### src/rtl/uart_rx_pkg.sv
// Shared types and constants for the UART Rx bit-timing controller.
package uart_rx_pkg;

  typedef enum logic [2:0] {
    IDLE,
    START,
    DATA,
    PARITY,
    STOP
  } rx_state_e;

  localparam logic PAR_EVEN = 1'b0;
  localparam logic PAR_ODD  = 1'b1;

  localparam int unsigned PRESCALE_8  = 8;
  localparam int unsigned PRESCALE_16 = 16;
  localparam int unsigned PRESCALE_32 = 32;

  // Two-of-three vote used for each bit's mid-period samples.
  function automatic logic maj3(input logic a, input logic b, input logic c);
    return (a & b) | (a & c) | (b & c);
  endfunction

  function automatic logic prescale_legal(input int unsigned p);
    return (p == PRESCALE_8) || (p == PRESCALE_16) || (p == PRESCALE_32);
  endfunction

endpackage

### src/rtl/uart_rx_sampler.sv
// Captures rx_in at h-1, h, h+1 of each bit and registers the majority vote,
// so sampled_bit is valid from edge_cnt = h+2 onward.
module uart_rx_sampler
  import uart_rx_pkg::*;
#(
  parameter int unsigned CNT_W = 6
) (
  input  logic             clk,
  input  logic             reset,
  input  logic             rx_in,
  input  logic [CNT_W-1:0] edge_cnt,
  input  logic [CNT_W-1:0] half,
  output logic             sampled_bit
);

  logic s0_q;
  logic s1_q;

  always_ff @(posedge clk or negedge reset) begin
    if (!reset) begin
      s0_q        <= 1'b1;
      s1_q        <= 1'b1;
      sampled_bit <= 1'b1;
    end else begin
      if (edge_cnt == half - CNT_W'(1)) s0_q <= rx_in;
      if (edge_cnt == half)             s1_q <= rx_in;
      // Third sample is taken live so the vote lands one cycle earlier.
      if (edge_cnt == half + CNT_W'(1)) sampled_bit <= maj3(s0_q, s1_q, rx_in);
    end
  end

endmodule

### src/rtl/uart_rx_ctrl.sv
// UART Rx bit-timing controller: start qualification, per-bit strobes,
// parity and stop checking. Parity support is built when UART_RX_PARITY_EN is defined.
module uart_rx_ctrl
  import uart_rx_pkg::*;
#(
  parameter int unsigned DATA_W     = 8,
  parameter int unsigned PRESCALE_W = 6
) (
  input  logic                  clk,
  input  logic                  reset,
  input  logic                  rx_in,
  input  logic [PRESCALE_W-1:0] prescale,
  input  logic                  par_en,
  input  logic                  par_typ,
  output logic                  sampled_bit,
  output logic                  deser_en,
  output logic                  data_valid,
  output logic                  par_err,
  output logic                  stp_err
);

  localparam int unsigned BIT_W = (DATA_W > 1) ? $clog2(DATA_W) : 1;

  rx_state_e             state_q, state_d;
  logic [PRESCALE_W-1:0] edge_q, edge_d;
  logic [PRESCALE_W-1:0] p_q, p_d;
  logic [BIT_W-1:0]      bit_q, bit_d;
  logic                  deser_en_d;
  logic                  data_valid_d;
  logic                  stp_err_d;

  logic [PRESCALE_W-1:0] half;
  logic                  bit_end;
  logic                  strobe;

`ifdef UART_RX_PARITY_EN
  logic par_en_q, par_en_d;
  logic par_typ_q, par_typ_d;
  logic run_par_q, run_par_d;
  logic par_err_d;
`else
  logic unused_par_cfg;
  assign unused_par_cfg = ^{par_en, par_typ};
  assign par_err        = 1'b0;
`endif

  assign half    = p_q >> 1;
  assign bit_end = (edge_q == p_q - PRESCALE_W'(1));
  // Decisions are made the cycle before the strobe so outputs are registered into it.
  assign strobe  = (edge_q == half + PRESCALE_W'(2));

  uart_rx_sampler #(
    .CNT_W (PRESCALE_W)
  ) u_sampler (
    .clk         (clk),
    .reset       (reset),
    .rx_in       (rx_in),
    .edge_cnt    (edge_q),
    .half        (half),
    .sampled_bit (sampled_bit)
  );

  always_comb begin
    state_d      = state_q;
    edge_d       = edge_q;
    bit_d        = bit_q;
    p_d          = p_q;
    deser_en_d   = 1'b0;
    data_valid_d = 1'b0;
    stp_err_d    = stp_err;
`ifdef UART_RX_PARITY_EN
    par_en_d     = par_en_q;
    par_typ_d    = par_typ_q;
    run_par_d    = run_par_q;
    par_err_d    = par_err;
`endif

    if (state_q != IDLE) begin
      edge_d = bit_end ? '0 : edge_q + PRESCALE_W'(1);
    end

    case (state_q)
      IDLE: begin
        edge_d = '0;
        bit_d  = '0;
        p_d    = prescale_legal(32'(prescale)) ? prescale : PRESCALE_W'(PRESCALE_8);
`ifdef UART_RX_PARITY_EN
        par_en_d  = par_en;
        par_typ_d = par_typ;
`endif
        // The cycle rx_in is first seen low counts as edge 0 of the start bit.
        if (!rx_in) begin
          state_d   = START;
          edge_d    = PRESCALE_W'(1);
          stp_err_d = 1'b0;
`ifdef UART_RX_PARITY_EN
          run_par_d = 1'b0;
          par_err_d = 1'b0;
`endif
        end
      end

      START: begin
        if (strobe && sampled_bit) begin
          state_d = IDLE;
          edge_d  = '0;
        end else if (bit_end) begin
          state_d = DATA;
        end
      end

      DATA: begin
        if (strobe) begin
          deser_en_d = 1'b1;
`ifdef UART_RX_PARITY_EN
          run_par_d  = run_par_q ^ sampled_bit;
`endif
        end
        if (bit_end) begin
          if (bit_q == BIT_W'(DATA_W - 1)) begin
            bit_d = '0;
`ifdef UART_RX_PARITY_EN
            state_d = par_en_q ? PARITY : STOP;
`else
            state_d = STOP;
`endif
          end else begin
            bit_d = bit_q + BIT_W'(1);
          end
        end
      end

`ifdef UART_RX_PARITY_EN
      PARITY: begin
        if (strobe) begin
          par_err_d = sampled_bit ^ run_par_q ^ (par_typ_q == PAR_ODD);
        end
        if (bit_end) begin
          state_d = STOP;
        end
      end
`endif

      STOP: begin
        // Leaving at mid-stop leaves half a bit to catch a back-to-back start edge.
        if (strobe) begin
          stp_err_d    = ~sampled_bit;
          data_valid_d = sampled_bit & ~par_err;
          state_d      = IDLE;
          edge_d       = '0;
        end
      end

      default: begin
        state_d = IDLE;
        edge_d  = '0;
        bit_d   = '0;
      end
    endcase
  end

  always_ff @(posedge clk or negedge reset) begin
    if (!reset) begin
      state_q    <= IDLE;
      edge_q     <= '0;
      bit_q      <= '0;
      p_q        <= PRESCALE_W'(PRESCALE_8);
      deser_en   <= 1'b0;
      data_valid <= 1'b0;
      stp_err    <= 1'b0;
`ifdef UART_RX_PARITY_EN
      par_en_q   <= 1'b0;
      par_typ_q  <= PAR_EVEN;
      run_par_q  <= 1'b0;
      par_err    <= 1'b0;
`endif
    end else begin
      state_q    <= state_d;
      edge_q     <= edge_d;
      bit_q      <= bit_d;
      p_q        <= p_d;
      deser_en   <= deser_en_d;
      data_valid <= data_valid_d;
      stp_err    <= stp_err_d;
`ifdef UART_RX_PARITY_EN
      par_en_q   <= par_en_d;
      par_typ_q  <= par_typ_d;
      run_par_q  <= run_par_d;
      par_err    <= par_err_d;
`endif
    end
  end

endmodule
### config.mk
export PLATFORM = sky130hd
export DESIGN_NAME = uart_rx_ctrl
export DESIGN_NICKNAME = d
export VERILOG_FILES = /design/src/rtl/uart_rx_pkg.sv /design/src/rtl/uart_rx_sampler.sv /design/src/rtl/uart_rx_ctrl.sv
export SDC_FILE = /design/constraint.sdc
export NUM_CORES = 1
export LEC_CHECK = 0
export BUFFER_PORTS_ARGS = -buffer_cell sky130_fd_sc_hd__buf_4
export CORE_ASPECT_RATIO = 1.25
export CORE_MARGIN = 5
export CORE_UTILIZATION = 64
export DETAILED_ROUTE_END_ITERATION = 10
export PLACE_DENSITY = 0.85
export SLEW_MARGIN = 20
export SYNTH_ARGS = -nofsm -noshare
export SYNTH_HDL_FRONTEND = slang
export SYNTH_SLANG_ARGS = --single-unit
### constraint.sdc
create_clock -name clk -period 4.8 [get_ports clk]
set_input_delay 0.96 -clock clk [delete_from_list [all_inputs] [get_ports clk]]
set_output_delay 0.96 -clock clk [all_outputs]
set_load 0.02 [all_outputs]
==> impl_metrics.ini <==
[worst_hold_path]
hp-class = flop to flop
hp-start = u_sampler.s1_q
whs_endpoint = u_sampler.s1_q
worstHoldPathCells = 2

[clock_tree]
h-tree-depth = 1
hold_buffers = 0
cts_setup_buffers = 0
cts_made_buffers = 3
clk_pin_slew_ns = 0.13
clk-insertion-delay-late_ns = 0.31
cts_tree = done
root_buffer = clkbuf_4
clock-sinks = 24
clock_path_buffers = 2
cts_resized = 0

[floorplan]
fp.dieH_um = 69.2
start_util = 0.669
boundaryPins = 16
die_x_um = 57.3
die_area_sq_um = 3960
rows = 21
core_sq_um = 2680

[timing]
fin_hold_ws_ns = 0.497
maxSlewHeadroom = 0.595
worstMarginPinSlew_ns = 0.606
finalHoldViolations = 0
setup_viol = 0
fin_skew_ns = 0.00303
period_share = 0.519
setup_tns_ns = 0
min_period_ns = 2.49
drv_slew = 0
max_freq_mhz = 401
rsz0062_at_grt = false

[finish]
final_nets = 227
fillers = 218
drive_gt1_frac = 0.176
final-seq-area_sq_um = 606
multi_input_area_sq_um = 1080
stdcell_count = 239
antenna_cells = 0
area_delta_synth_final_pct = 6.42

[drt]
vias = 1472
drt_iter0_drc = 103
drt_first_pass_iters = 4
wl_met3_um = 152
wl_met2_mm = 2.04
wirelength_met1_mm = 1.62
drc = 0
top_layer_used = met4
post_drt_wl_per_cell_um = 16.2
routed_via_density = 6.16
ant_nets = 0
wirelength_mm = 3.87

[synth]
async_flop_share = 1.00
ys_ff_latch = 24
yosysUniqueCellTypes = 52
synth_commonest_cells = dfrtp_1 (20), nand2_1 (16), nand3_1 (14), nor2_1 (14), inv_1 (13)
synthMostInstantiatedCell = dfrtp_1
synthMuxAreaShare = 0.0182
synth_xor_area_frac = 0.101
yosysSeqAreaShare = 0.338
synth_nets = 218
synth.avg_cell_area_sq_um = 9.10
synth_area_sq_um = 1790
synthTopCellsByArea = dfrtp_1 (28%), ha_1 (7.0%), dfstp_2 (5.9%), xnor2_1 (4.4%), nand3_1 (3.9%)
synthSimpleGateAreaFrac = 0.232
synth-compound-area-share = 0.172
synth_top_area_cell = dfrtp_1
synth-edff-count = 0
ys.flop_type = dfrtp_1
synth_top_family_by_area = simple AND/OR/NAND/NOR gates
yosys_warnings = 0
synth_cells = 197
netlist.area_leader.share = 0.279
synth_fa_ha_area_frac = 0.0754

[critical_path]
start_kind = flop
worstRegToRegCells = 7
reg2reg_from = p_q[3]
r2r_slack_ns = 2.31
worstSetupPathType = flop to flop
cp-end-kind = flop
worstPathMaxFanout = 10
r2r_end = edge_q[2]
crit_required_ns = 4.97
cp_data_arrival_time_ns = 2.67

[power_and_ir_drop]
p_leak_nw = 0.833
p_per_area_nw_per_um2 = 390
peakVddDrop_mv = 0.301
power_w = 0.000743

[global_routing]
grt_use_total = 0.214
grt_pass1_wl_mm = 6.78
antenna_found_initial = 0
grt_max_degree = 25
gr-total-overflow = 0
grt_pass1_vias = 1483

[placement]
hpwlAfterDp_mm = 2.94
dp.cells = 235
portBuffers = 12
gp_congestion = 0.961

[job]
maxCapViolCount = 0

[outcome]
status = finished, final reports clean
-- kinds of logic (layout without fill, tap and decap cells) --
| kind of cell | count (synthesis) | after routing |
|---|---|---|
| other cells | 1 | 1 |
| compound gates | 41 | 41 |
| xor+xnor | 19 | 19 |
| flops | 24 | 24 |
| fa+ha+maj | 11 | 11 |
| simple gates | 76 | 76 |
| buf+inv | 22 | 30 |
| mux | 3 | 3 |
-- worst max path at each step --
| stage | from | to |
|---|---|---|
| final | p_q[3] | edge_q[2] |
| after global routing | p_q[3] | edge_q[2] |
| after CTS | p_q[3] | edge_q[2] |
| after detailed placement | p_q[3] | edge_q[2] |
| after global placement | p_q[2] | bit_q[1] |
| after floorplan | p_q[2] | bit_q[1] |
-- per-stage QoR --
stage	cell area (sq um)	util	setup slack, ns
after floorplan	1790	-	2.59
after global placement	1870	0.698	2.43
after detailed placement	1870	0.698	2.32
after CTS	1910	0.711	2.29
after global routing	1910	0.711	2.11
final	1910	0.711	2.31
-- power by group --
part / internal, W / leakage [nW] / switching, W
logic: 0.000141 / 0.500 / 0.000175
clock network: 0.0000464 / 0.0210 / 0.0000605
registers: 0.000250 / 0.313 / 0.0000703
total: 0.000437 / 0.833 / 0.000306
-- per-layer routing --
layer	GRT usage	vias up
li1	-	723
met1	0.268	698
met2	0.360	45
met3	0.0224	6
met4	0.103	0
met5	0	-
-- registers in the layout, indices dropped and copies added, names as in the netlist, 3 cells and up --
signal	count
p_q	6
edge_q	6
bit_q	3
state_q	3
-- cell usage in the layout, fill, tap and decap left out, types with 2 or more instances in the layout --
cell | netlist | final
dfrtp_1 | 20 | 20
nand2_1 | 16 | 16
nor2_1 | 14 | 14
nand3_1 | 14 | 14
inv_1 | 13 | 13
buf_4 | 1 | 13
o21ai_0 | 10 | 10
ha_1 | 10 | 10
xnor2_1 | 9 | 9
and3_1 | 9 | 9
xor2_1 | 8 | 8
a21oi_1 | 7 | 7
nor3_1 | 4 | 4
a2111oi_0 | 4 | 4
a31oi_1 | 4 | 4
dfstp_2 | 4 | 4
o22ai_1 | 3 | 3
nor4_1 | 3 | 3
o32ai_1 | 3 | 3
clkbuf_4 | 0 | 3
nand2b_1 | 2 | 2
nand3b_1 | 2 | 2
nand4_1 | 2 | 2
mux2_2 | 2 | 2
-- area by class of cell --
cell class                      count  share of cell area
Multi-Input combinational cell    151               0.564
Tap cell                           34              0.0223
Timing Repair Buffer               13              0.0512
Sequential cell                    24               0.318
Inverter                           13              0.0256
Clock buffer                        4              0.0190
-- critical path, cell delays in order, from the launching register on --
cell	delay, ns
dfstp_2	0.69
ha_1	0.27
xnor2_1	0.14
a221oi_1	0.13
o211ai_2	0.36
o21ai_0	0.14
and3_1	0.23
a2111oi_0	0.38
Note: power is estimated with default switching activity, not from simulation.
